--- src/rtl/dac_spi_tx_pkg.sv ---
// Shared definitions for the MCP4911 SPI transmitter: FSM encoding, DAC
// configuration constants and the frame-word builder.
package dac_spi_tx_pkg;

  typedef enum logic [1:0] {
    ST_IDLE  = 2'd0,
    ST_SHIFT = 2'd1,
    ST_CSHI  = 2'd2,
    ST_LDAC  = 2'd3
  } dac_state_e;

  // MCP4911 word[15:12]: A/B=0, BUF=0, GA_n=1 (1x gain), SHDN_n=1 (active)
  localparam logic [3:0] MCP_CFG_DEFAULT = 4'b0011;
  localparam logic [9:0] DAC_OFFSET      = 10'h200;
  localparam logic [5:0] HALF_LAST       = 6'd31;

  function automatic logic [15:0] mcp_word(input logic [3:0] cfg, input logic [9:0] sample);
    return {cfg, sample, 2'b00};
  endfunction

endpackage

--- src/rtl/dac_spi_tx_tick_gen.sv ---
// Half-period timer: counts 0..CLK_DIV-1 while enabled and flags the
// terminal-count cycle; a clear holds it at zero.
module dac_spi_tx_tick_gen #(
  parameter int CLK_DIV = 25,
  localparam int CW     = (CLK_DIV > 1) ? $clog2(CLK_DIV) : 1
) (
  input  logic          clk_i,
  input  logic          rst_i,
  input  logic          en_i,
  input  logic          clr_i,
  output logic          tick_o,
  output logic [CW-1:0] cnt_o
);

  localparam logic [CW-1:0] TC = CW'(CLK_DIV - 1);

  logic [CW-1:0] cnt_q, cnt_d;

  always_comb begin
    cnt_d = cnt_q;
    if (clr_i) begin
      cnt_d = '0;
    end else if (en_i) begin
      cnt_d = (cnt_q == TC) ? '0 : cnt_q + 1'b1;
    end
  end

  always_ff @(posedge clk_i) begin
    if (rst_i) begin
      cnt_q <= '0;
    end else begin
      cnt_q <= cnt_d;
    end
  end

  assign tick_o = en_i && !clr_i && (cnt_q == TC);
  assign cnt_o  = cnt_q;

endmodule

--- src/rtl/dac_spi_tx.sv ---
// Serialises 10-bit samples into 16-bit MCP4911 SPI frames (mode 0, MSB first)
// followed by an LDAC strobe, with a one-deep pending buffer.
module dac_spi_tx
  import dac_spi_tx_pkg::*;
#(
  parameter int         CLK_DIV  = 25,
  parameter logic [3:0] CFG_BITS = MCP_CFG_DEFAULT
) (
  input  logic       sysclk,
  input  logic       reset,
  input  logic [9:0] data_in,
  input  logic       load,
  output logic       busy,
  output logic       frame_done,
  output logic       overrun,
  output logic       dac_cs_n,
  output logic       dac_sck,
  output logic       dac_sdi,
  output logic       dac_ld_n
);

  localparam int            CW       = (CLK_DIV > 1) ? $clog2(CLK_DIV) : 1;
  localparam logic [CW-1:0] DONE_CNT = CW'(CLK_DIV - 2);

  dac_state_e  state_q, state_d;
  logic [5:0]  half_q, half_d;
  logic [15:0] sr_q, sr_d;
  logic [9:0]  pend_q, pend_d;
  logic        pend_vld_q, pend_vld_d;
  logic        ovr_q, ovr_d;
  logic        cs_n_q, cs_n_d;
  logic        sck_q, sck_d;
  logic        sdi_q, sdi_d;
  logic        ld_n_q, ld_n_d;
  logic        busy_q, busy_d;
  logic        done_q, done_d;

  logic          tick;
  logic [CW-1:0] cnt;

  dac_spi_tx_tick_gen #(.CLK_DIV(CLK_DIV)) u_tick (
    .clk_i  (sysclk),
    .rst_i  (reset),
    .en_i   (state_q != ST_IDLE),
    .clr_i  (state_q == ST_IDLE),
    .tick_o (tick),
    .cnt_o  (cnt)
  );

  always_comb begin
    state_d    = state_q;
    half_d     = half_q;
    sr_d       = sr_q;
    pend_d     = pend_q;
    pend_vld_d = pend_vld_q;
    ovr_d      = ovr_q;

    case (state_q)
      ST_IDLE: begin
        half_d = '0;
        // A fresh load beats an older pending word.
        if (load) begin
          sr_d       = mcp_word(CFG_BITS, data_in);
          pend_vld_d = 1'b0;
          state_d    = ST_SHIFT;
        end else if (pend_vld_q) begin
          sr_d       = mcp_word(CFG_BITS, pend_q);
          pend_vld_d = 1'b0;
          state_d    = ST_SHIFT;
        end
      end
      ST_SHIFT: begin
        if (tick) begin
          if (half_q[0]) begin
            sr_d = {sr_q[14:0], 1'b0};
          end
          if (half_q == HALF_LAST) begin
            half_d  = '0;
            state_d = ST_CSHI;
          end else begin
            half_d = half_q + 6'd1;
          end
        end
      end
      ST_CSHI: begin
        if (tick) begin
          state_d = ST_LDAC;
        end
      end
      ST_LDAC: begin
        if (tick) begin
          state_d = ST_IDLE;
        end
      end
      default: state_d = ST_IDLE;
    endcase

    if (load && (state_q != ST_IDLE)) begin
      pend_d     = data_in;
      pend_vld_d = 1'b1;
      if (pend_vld_q) begin
        ovr_d = 1'b1;
      end
    end

    // Pins are driven from next-state values so they can be registered
    // without lagging the FSM by a cycle.
    busy_d = (state_d != ST_IDLE);
    cs_n_d = (state_d != ST_SHIFT);
    sck_d  = (state_d == ST_SHIFT) && half_d[0];
    sdi_d  = (state_d == ST_SHIFT) && sr_d[15];
    ld_n_d = (state_d != ST_LDAC);
    done_d = (state_q == ST_LDAC) && (cnt == DONE_CNT);
  end

  always_ff @(posedge sysclk) begin
    if (reset) begin
      state_q    <= ST_IDLE;
      half_q     <= '0;
      sr_q       <= '0;
      pend_q     <= '0;
      pend_vld_q <= 1'b0;
      ovr_q      <= 1'b0;
      cs_n_q     <= 1'b1;
      sck_q      <= 1'b0;
      sdi_q      <= 1'b0;
      ld_n_q     <= 1'b1;
      busy_q     <= 1'b0;
      done_q     <= 1'b0;
    end else begin
      state_q    <= state_d;
      half_q     <= half_d;
      sr_q       <= sr_d;
      pend_q     <= pend_d;
      pend_vld_q <= pend_vld_d;
      ovr_q      <= ovr_d;
      cs_n_q     <= cs_n_d;
      sck_q      <= sck_d;
      sdi_q      <= sdi_d;
      ld_n_q     <= ld_n_d;
      busy_q     <= busy_d;
      done_q     <= done_d;
    end
  end

  assign busy       = busy_q;
  assign frame_done = done_q;
  assign overrun    = ovr_q;
  assign dac_cs_n   = cs_n_q;
  assign dac_sck    = sck_q;
  assign dac_sdi    = sdi_q;
  assign dac_ld_n   = ld_n_q;

endmodule

--- config.mk ---
export PLATFORM = sky130hd
export DESIGN_NAME = dac_spi_tx
export DESIGN_NICKNAME = d
export VERILOG_FILES = /design/src/rtl/dac_spi_tx_pkg.sv /design/src/rtl/dac_spi_tx_tick_gen.sv /design/src/rtl/dac_spi_tx.sv
export SDC_FILE = /design/constraint.sdc
export NUM_CORES = 1
export LEC_CHECK = 0
export CORE_MARGIN = 5
export CORE_UTILIZATION = 57
export CTS_BUF_LIST = sky130_fd_sc_hd__clkbuf_16
export CTS_CLUSTER_SIZE = 14
export DETAILED_ROUTE_END_ITERATION = 10
export PLACE_DENSITY = 0.8
export SYNTH_ARGS = -nofsm -noshare
export SYNTH_HDL_FRONTEND = slang
export SYNTH_SLANG_ARGS = --single-unit
--- constraint.sdc ---
create_clock -name sysclk -period 4.42 [get_ports sysclk]
set_input_delay 0.884 -clock sysclk [delete_from_list [all_inputs] [get_ports sysclk]]
set_output_delay 0.884 -clock sysclk [all_outputs]
set_load 0.02 [all_outputs]
==> results of run 1 <==
## registers in the layout, indices dropped and copies added, names as in the netlist
| signal | flops |
|---|---|
| dac_ld_n | 1 |
| pend_vld_q | 1 |
| dac_cs_n | 1 |
| overrun | 1 |
| half_q | 6 |
| dac_sck | 1 |
| frame_done | 1 |
| busy | 1 |
| sr_q | 15 |
| state_q | 2 |
| u_tick.cnt_o | 5 |
| dac_sdi | 1 |
| pend_q | 10 |
## how the worst min path moves through the flow
stage,to,slack [ns],depth (start not counted)
floorplan,u_tick.cnt_o[0],0.43,1
detailed placement,sr_q[10],0.44,2
global route,sr_q[10],0.47,2
global placement,sr_q[10],0.44,2
finish,pend_q[5],0.45,2
CTS,sr_q[10],0.45,2
## area by class of cell
type	instances	share of cell area (%)
Clock inverter	3	0.529
Inverter	5	0.794
Clock buffer	5	5.29
Sequential cell	46	38.9
Timing Repair Buffer	20	8.36
Tap cell	46	2.43
Multi-Input combinational cell	170	43.7
## cell usage in the layout (no fill, tap or decap), types with 2 or more instances in the layout
master and n:
and4b_1 2, nor2_1 14, a31oi_1 2, o21ai_0 5
clkbuf_16 5, nand3b_1 2, xor2_1 3, nand4_1 2
a22oi_1 10, nand3_1 4, or3_1 3, ha_1 3
dfxtp_1 46, mux2_2 9, o211ai_1 2, a221oi_1 2
clkdlybuf4s50_1 19, nand2_1 46, a21oi_1 28, nor3_1 7
inv_1 6
## cells by family (layout without fill, tap and decap cells)
kind of cell,count (synthesis),in the layout
AO/OA/AOI/OAI,58,58
XOR/XNOR,4,4
adder cells (fa/ha/maj),3,3
AND/OR/NAND/NOR,96,96
flip-flops,46,46
multiplexers,9,9
buffers and inverters,20,33
## power groups by stage
stage	Combinational [uW]	Clock [uW]	Sequential (uW)
2_1_floorplan	60.0	0	449
3_3_place_gp	82.6	0	450
3_5_place_dp	83.8	0	451
4_1_cts	84.6	354	442
5_1_grt	93.3	374	444
6_report	84.5	348	442
## critical path: cells and delay by family
kind	cells	cell delay [ns]
AO/OA/AOI/OAI	2	0.34
buffers and inverters	1	0.84
AND/OR/NAND/NOR	2	0.65
## per-layer routing
metal | up-vias | track usage (%) | share of wire (%) | wire [um]
met5 | - | 0 | 0 | 0
met4 | 0 | 8.30 | 1.4 | 58
met3 | 7 | 4.16 | 4.6 | 190
met2 | 33 | 27.3 | 46 | 1890
met1 | 783 | 23.0 | 48 | 1980
li1 | 851 | - | - | -
## metrics by stage
stage | area [um^2] | util (%) | hold WS, ns
3_3_place_gp | 2230 | 65.2 | 0.440
5_1_grt | 2360 | 69.2 | 0.467
2_1_floorplan | 2070 | - | 0.430
4_1_cts | 2360 | 69.2 | 0.452
3_5_place_dp | 2230 | 65.2 | 0.444
6_report | 2360 | 69.2 | 0.452
==> impl_metrics.json, run 1 <==
{
  "hold_class": "reg2reg",
  "cts_tree": "yes",
  "setup_violations": 0,
  "rsz0062_at_grt": "false",
  "synth_edf_count": 0,
  "cts_resized": 0,
  "synth_top_area_share_pct": 44.5,
  "synth.avg_cell_area_um2": 8.77,
  "gp_congestion": 0.815,
  "grt_pass1_vias": 1581,
  "pwr-share-clk_pct": 39.8,
  "crit_end": "dac_sck",
  "reg2reg_from": "state_q[0]",
  "dr.pass1.iters": 4,
  "path_cells": "clkdlybuf4s50_1 -> nor2_1 -> nor2_2 -> a21oi_1 -> a311oi_1",
  "tightest_slew_ns": 0.844,
  "pwr-share-comb_pct": 9.7,
  "synth_compound_area_share_pct": 17.7,
  "post-place-cells": 287,
  "grt_max_degree": 24,
  "final.min_clock_period_ns": 2.53,
  "crit_path_end_kind": "flip-flop",
  "clkSlewWorstSetupHoldPaths_ns": 0.06,
  "dp_hpwl_um": 2660,
  "finalMaxSlewViolations": 0,
  "rrSetupSlack_ns": 2.57,
  "holdBufCountCts": 0,
  "drive_gt1_share_pct": 9.64,
  "power_density_mw_per_mm2": 370,
  "numCtsBuffers": 5,
  "num_vias": 1674,
  "synth.area.mux_share_pct": 4.90,
  "drt-initial-drc-count": 131,
  "grt_pass1_wl_um": 7050,
  "synth_commonest_cells": "dfxtp_1 (46), nand2_1 (46), a21oi_1 (28)",
  "yosys-top-cells-area": "dfxtp_1 (44%), nand2_1 (8.3%), a21oi_1 (6.8%)",
  "yosysSeqAreaShare_pct": 44.5,
  "switchingPower_uw": 203,
  "port_buffers": 19,
  "nets": 264,
  "dp_slack_ns": 1.64,
  "viasPerCell": 5.67,
  "seq_area_um2": 921,
  "core_region_area_mm2": 0.00342,
  "area_growth_pct": 14.3,
  "criticalPathCategory": "in2reg",
  "cts_root_buf": "clkbuf_16",
  "reg2regPathDepth": 4,
  "period_share_pct": 57.2,
  "leakagePower_uw": 0.000869,
  "clock_sinks": 46,
  "slew_headroom_pct": 43.6,
  "synth-adder-area-share_pct": 1.81,
  "netlist_instances": 236,
  "antenna_cells": 0,
  "synthFlopType": "dfxtp_1",
  "ys_warn_count": 0,
  "clock_path_buffers": 2,
  "slowest_delay_ns": 0.84,
  "drt-total-wl_um": 4120,
  "start_kind": "primary input",
  "synth-simple-area-share_pct": 23.8,
  "die_h_um": 70.3,
  "cp-startpoint": "load",
  "rows": 21,
  "die_w_um": 70.3,
  "synthArstFlopShare_pct": 0,
  "power_frac_seq_pct": 50.5,
  "synth_area_mm2": 0.00207,
  "ioPinCount": 20,
  "crit_fanout": 15,
  "initial_core_util_pct": 60.6,
  "synth_seq_cells": 46,
  "layout_setup_ws_ns": 1.89,
  "status": "finished, final reports clean",
  "switching_share_pct": 23.2,
  "synthDistinctLibCells": 50,
  "fmax_mhz": 396,
  "finalPower_uw": 875,
  "die-area_mm2": 0.00494,
  "setup_tns_ns": 0,
  "htreeDepth": 2,
  "hold_violations": 0,
  "cp.required_ns": 4.61,
  "cp.arrival_ns": 2.72,
  "finalClockSkew_ns": 0.00362,
  "gr-usage-all-layers_pct": 17.6,
  "antenna_found_initial": 0,
  "holdCritStartpoint": "pend_q[5]",
  "fillerInstances": 284,
  "synth_top_family_by_area": "simple AND/OR/NAND/NOR gates",
  "synth-xor-area-share_pct": 1.69,
  "grt_overflow": 0,
  "drcViolationCount": 0,
  "vdd_drop_max_mv": 0.292,
  "ant_nets": 0,
  "p_int_uw": 672,
  "r2r_end": "sr_q[4]",
  "wire_per_inst_um": 14.0,
  "yosys.area.top_type": "dfxtp_1",
  "cp_slowest_cell": "clkdlybuf4s50_1",
  "cts_setup_buffers": 0,
  "clock_latency_ns": 0.28,
  "stdcell_count": 295,
  "synth_nets": 252,
  "drv_cap": 0,
  "multi_input_area_mm2": 0.00103
}
(Power assumes the default switching activity.)
==> run 2, diff against run 1 <==
--- a/config.mk
+++ b/config.mk
@@ -6,11 +6,11 @@
 export NUM_CORES = 1
 export LEC_CHECK = 0
 export CORE_MARGIN = 5
-export CORE_UTILIZATION = 57
+export CORE_UTILIZATION = 56
 export CTS_BUF_LIST = sky130_fd_sc_hd__clkbuf_16
 export CTS_CLUSTER_SIZE = 14
 export DETAILED_ROUTE_END_ITERATION = 10
-export PLACE_DENSITY = 0.8
+export PLACE_DENSITY = 0.78
 export SYNTH_ARGS = -nofsm -noshare
 export SYNTH_HDL_FRONTEND = slang
 export SYNTH_SLANG_ARGS = --single-unit
==> constraint.sdc (replaced) <==
create_clock -name sysclk -period 2.7 [get_ports sysclk]
set_input_delay 0.54 -clock sysclk [delete_from_list [all_inputs] [get_ports sysclk]]
set_output_delay 0.54 -clock sysclk [all_outputs]
set_load 0.02 [all_outputs]
==> run 2 against run 1 <==
  * Sequential power up 64%
  * First-iteration DRC count rose by 11%
  * Global-route usage fell by 1.4 points
  * Final cell count rose by 2.0%
  * Combinational power increased by 72%
  * Sequential share of layout area fell by 0.93 points
  * Critical path type is now reg2reg
  * Largest power group unchanged
==> impl_metrics.json, run 2 (same netlist as run 1, synthesis figures left out) <==
{
  "reg.largest.list": "sr_q: 15 flops, pend_q: 10 flops, half_q: 6 flops",
  "vdd_drop_max_mv": 0.548,
  "ant_nets": 0,
  "antenna_found_initial": 0,
  "grt_pass1_vias": 1508,
  "final_cell_mix": "nand2_1 (46), dfxtp_1 (46), a21oi_1 (28)",
  "cts_root_buf": "clkbuf_16",
  "fillerInstances": 307,
  "leakagePower_uw": 0.000902,
  "grt_overflow": 0,
  "clock_path_buffers": 2,
  "slew_headroom_pct": 61.6,
  "cp.arrival_ns": 2.04,
  "dr.pass1.iters": 4,
  "cts_resized": 0,
  "port_buffers": 19,
  "clock_sinks": 46,
  "finalClockSkew_ns": 0.00437,
  "cts_tree": "yes",
  "drcViolationCount": 0,
  "die-area_mm2": 0.00501,
  "nets": 268,
  "gr-usage-all-layers_pct": 16.2,
  "num_vias": 1680,
  "die_h_um": 70.8,
  "drive_gt1_share_pct": 11.1,
  "cts_setup_buffers": 0,
  "antenna_cells": 0,
  "rsz0062_at_grt": "false",
  "numCtsBuffers": 5,
  "rows": 22,
  "top_register": "sr_q",
  "crit_path_end_kind": "flip-flop",
  "die_w_um": 70.8,
  "design_area_mm2": 0.00242,
  "initial_core_util_pct": 57.0,
  "stdcell_count": 301,
  "crit_fanout": 14,
  "drv_cap": 0,
  "ioPinCount": 20,
  "viasPerCell": 5.58,
  "tightest_slew_ns": 0.575,
  "final.min_clock_period_ns": 1.84,
  "finalMaxSlewViolations": 0,
  "final_util_pct": 66.7,
  "setup_violations": 0,
  "wire_per_inst_um": 13.3,
  "holdBufCountCts": 0,
  "clkSlewWorstSetupHoldPaths_ns": 0.06,
  "area_growth_pct": 17.0,
  "drt-total-wl_um": 4000,
  "start_kind": "flip-flop",
  "gp_congestion": 0.787,
  "dp_hpwl_um": 2710,
  "core_region_area_mm2": 0.00363,
  "setup_tns_ns": 0,
  "drt-initial-drc-count": 146,
  "clock_latency_ns": 0.28,
  "status": "finished, final reports clean",
  "largest_reg_flops": 15,
  "hold_class": "reg2reg",
  "finalPower_uw": 1540,
  "dpl_cell_area_mm2": 0.00226,
  "fmax_mhz": 544,
  "criticalPathCategory": "reg2reg",
  "power_density_mw_per_mm2": 635,
  "htreeDepth": 2,
  "cp.required_ns": 2.90,
  "grt_max_degree": 27,
  "hold_violations": 0,
  "period_share_pct": 68.1,
  "grt_pass1_wl_um": 6690,
  "post-place-cells": 293
}
==> run 2: changes by cell type in the layout (fill, tap and decap cells not counted), sizes merged <==
cell / change
clkinv: -2
inv: +1
bufinv: +1
buf: +4
==> run 2: worst paths after layout <==
check / startpoint / endpoint / slack (ns) / cells past startpoint
max: u_tick.cnt_o[0] / dac_sdi / 0.86 / 6
min reg2reg: pend_q[3] / pend_q[3] / 0.45 / 2
max reg2reg: u_tick.cnt_o[0] / dac_sdi / 0.86 / 6
min: pend_q[3] / pend_q[3] / 0.45 / 2
==> run 2: layer usage <==
layer / global-route usage, % / up-vias / wire, um
met5: 0 / - / 0
met2: 25.2 / 45 / 1830
met4: 4.59 / 0 / 41
met3: 4.40 / 4 / 240
li1: - / 863 / -
met1: 22.2 / 768 / 1890
==> run 2: final cells by class <==
type | instances | area, um^2 | share of cell area [%]
inverter | 5 | 18.8 | 0.775
clock inverter | 3 | 37.5 | 1.55
tap | 48 | 60.1 | 2.48
clock buffer | 5 | 125 | 5.17
sequential | 46 | 921 | 38.0
multi-input combinational | 170 | 1030 | 42.6
timing repair buffer | 24 | 228 | 9.40
==> run 2: power breakdown <==
| part | internal (uW) | switching, uW | leakage, uW | total [uW] |
|---|---|---|---|---|
| Combinational | 66.9 | 78.1 | 0.000441 | 145 |
| Clock | 430 | 240 | 0.0000864 | 670 |
| Sequential | 705 | 17.8 | 0.000374 | 723 |
| Total | 1200 | 336 | 0.000902 | 1540 |
==> run 2: through the flow <==
| stage | setup WS, ns | hold WS, ns |
|---|---|---|
| after global routing | 0.689 | 0.467 |
| after detailed placement | 0.683 | 0.444 |
| after floorplan | 1.06 | 0.430 |
| final | 0.862 | 0.452 |
| after global placement | 0.728 | 0.439 |
| after CTS | 0.842 | 0.452 |
==> run 2: worst max-delay path, cell delays in order (launching register included) <==
cell,delay [ns]
dfxtp_1,0.33
inv_1,0.07
ha_1,0.18
nand4b_2,0.26
nor3_4,0.56
o211ai_1,0.17
o22ai_1,0.19
==> run 3, diff against run 2 <==
==> constraint.sdc (replaced) <==
create_clock -name sysclk -period 1.95 [get_ports sysclk]
set_input_delay 0.39 -clock sysclk [delete_from_list [all_inputs] [get_ports sysclk]]
set_output_delay 0.39 -clock sysclk [all_outputs]
set_load 0.02 [all_outputs]
==> run 3 against run 2 <==
  * Global-route usage up 2.3 points
  * Clock-buffer cell count unchanged
  * Routed wire length up 7.0%
  * Power up 49%
  * First-iteration DRC count down 36%
  * Combinational power up 56%
  * Clock skew down 0.00078 ns
  * Via count up 1.6%
  * Register-to-register slack worse by 0.65 ns
  * Highest routed layer unchanged
==> impl_metrics.json, run 3 (same netlist as run 1, synthesis figures left out) <==
{
  "htreeDepth": 2,
  "die-area_mm2": 0.00501,
  "gr-usage-all-layers_pct": 18.5,
  "crit_fanout": 8,
  "largest_reg_flops": 15,
  "nets": 273,
  "final.min_clock_period_ns": 1.74,
  "ant_nets": 0,
  "path_cells": "inv_1 -> ha_1 -> and4b_2 -> nand4_4 -> or3b_1 -> a211oi_2",
  "drt-initial-drc-count": 93,
  "viasPerCell": 5.58,
  "setup_violations": 0,
  "start_kind": "flip-flop",
  "criticalPathCategory": "reg2reg",
  "clkSlewWorstSetupHoldPaths_ns": 0.06,
  "reg.largest.list": "sr_q: 15 flops, pend_q: 10 flops, half_q: 6 flops",
  "r2r_end": "half_q[5]",
  "gp_congestion": 0.781,
  "dp_slack_ns": 0.0828,
  "cts_setup_buffers": 0,
  "cp-startpoint": "u_tick.cnt_o[0]",
  "cp.depth": 6,
  "holdBufCountCts": 0,
  "grt_pass1_vias": 1630,
  "leakagePower_uw": 0.000940,
  "rows": 22,
  "hold_slack_ns": 0.450,
  "pwr-share-clk_pct": 46.6,
  "worst-path-buf-inv": 1,
  "switching_share_pct": 20.8,
  "grt_overflow": 0,
  "fillerInstances": 303,
  "top_register": "sr_q",
  "initial_core_util_pct": 57.0,
  "finalMaxSlewViolations": 0,
  "reg2regPathDepth": 6,
  "vdd_drop_max_mv": 0.708,
  "dpl_cell_area_mm2": 0.00232,
  "fmax_mhz": 575,
  "grt_max_degree": 44,
  "power_frac_seq_pct": 43.5,
  "clock_latency_ns": 0.28,
  "drcViolationCount": 0,
  "hold_violations": 0,
  "cp.required_ns": 2.16,
  "pwr-share-comb_pct": 9.9,
  "reg2reg_from": "u_tick.cnt_o[0]",
  "rrSetupSlack_ns": 0.21,
  "finalClockSkew_ns": 0.00359,
  "setup_tns_ns": 0,
  "power_density_mw_per_mm2": 910,
  "clock_sinks": 46,
  "cp_slowest_cell": "or3b_1",
  "die_h_um": 70.8,
  "status": "finished, final reports clean",
  "drive_gt1_share_pct": 13.6,
  "layout_setup_ws_ns": 0.210,
  "core_region_area_mm2": 0.00363,
  "cts_tree": "yes",
  "cts_root_buf": "clkbuf_16",
  "crit_path_end_kind": "flip-flop",
  "antenna_cells": 0,
  "period_share_pct": 89.2,
  "final_cell_mix": "nand2_1 (46), dfxtp_1 (46), a21oi_1 (28)",
  "num_vias": 1707,
  "hold_class": "reg2reg",
  "dp_hpwl_um": 2840,
  "die_w_um": 70.8,
  "crit_end": "half_q[5]",
  "drv_cap": 0,
  "path_delay_family": "simple AND/OR/NAND/NOR gates",
  "dr.pass1.iters": 4,
  "slowest_delay_ns": 0.38,
  "wire_per_inst_um": 14.0,
  "antenna_found_initial": 0,
  "drt-total-wl_um": 4280,
  "slew_headroom_pct": 71.4,
  "clock_path_buffers": 2,
  "grt_pass1_wl_um": 7600,
  "cp.arrival_ns": 1.95,
  "switchingPower_uw": 475,
  "numCtsBuffers": 5,
  "tightest_slew_ns": 0.429,
  "ioPinCount": 20,
  "rsz0062_at_grt": "false",
  "area_growth_pct": 21.4,
  "port_buffers": 19,
  "p_int_uw": 1810,
  "design_area_mm2": 0.00251
}
## run 3: what timing repair did
action / 4_1_cts / 5_1_grt
gates resized for setup: 0 / 1
hold endpoints to repair: 0 / 0
endpoints found under the setup margin: 0 / 1
## run 3: power by group through the flow
stage               clock (uW)  sequential, uW  combinational, uW
floorplan                    0            1020                136
global placement             0            1010                220
detailed placement           0            1010                224
CTS                       1090             995                227
global route              1130            1000                250
finish                    1070             995                226
## run 3: stage by stage
step                utilization, %  power [uW]  instances
finish                        69.1        2290        306
global placement              63.9        1230        298
global route                  69.1        2380        306
CTS                           69.1        2310        306
detailed placement            63.9        1240        298
floorplan                        -        1150        236
## run 3: how the worst min path moves through the flow
stage / from / end / slack [ns] / depth (start not counted)
2_1_floorplan: u_tick.cnt_o[0] / u_tick.cnt_o[0] / 0.43 / 1
3_3_place_gp: sr_q[8] / sr_q[8] / 0.44 / 2
3_5_place_dp: sr_q[13] / sr_q[14] / 0.44 / 2
4_1_cts: sr_q[8] / sr_q[8] / 0.45 / 2
5_1_grt: pend_q[4] / pend_q[4] / 0.47 / 2
6_report: sr_q[11] / sr_q[11] / 0.45 / 2
## run 3: tightest hold or removal path, delay by kind of cell (launching register included)
| kind | cells | cell delay, ns |
|---|---|---|
| AOI/OAI and AO/OA | 1 | 0.05 |
| DFF | 1 | 0.31 |
| and+or+nand+nor | 1 | 0.05 |
## run 3: cell type report
type | count | area [um^2] | share of cell area, %
sequential | 46 | 921 | 36.7
clock inverter | 3 | 63.8 | 2.54
multi-input combinational | 170 | 1030 | 41.1
timing repair buffer | 29 | 290 | 11.6
clock buffer | 5 | 125 | 4.98
inverter | 5 | 18.8 | 0.747
tap | 48 | 60.1 | 2.39
## run 3: routing by layer
metal | up-vias | GRT usage, % | share of wire [%]
met4 | 0 | 5.01 | 1.3
li1 | 875 | - | -
met3 | 5 | 4.69 | 4.2
met1 | 791 | 22.7 | 44
met2 | 36 | 32.2 | 50
met5 | - | 0 | 0
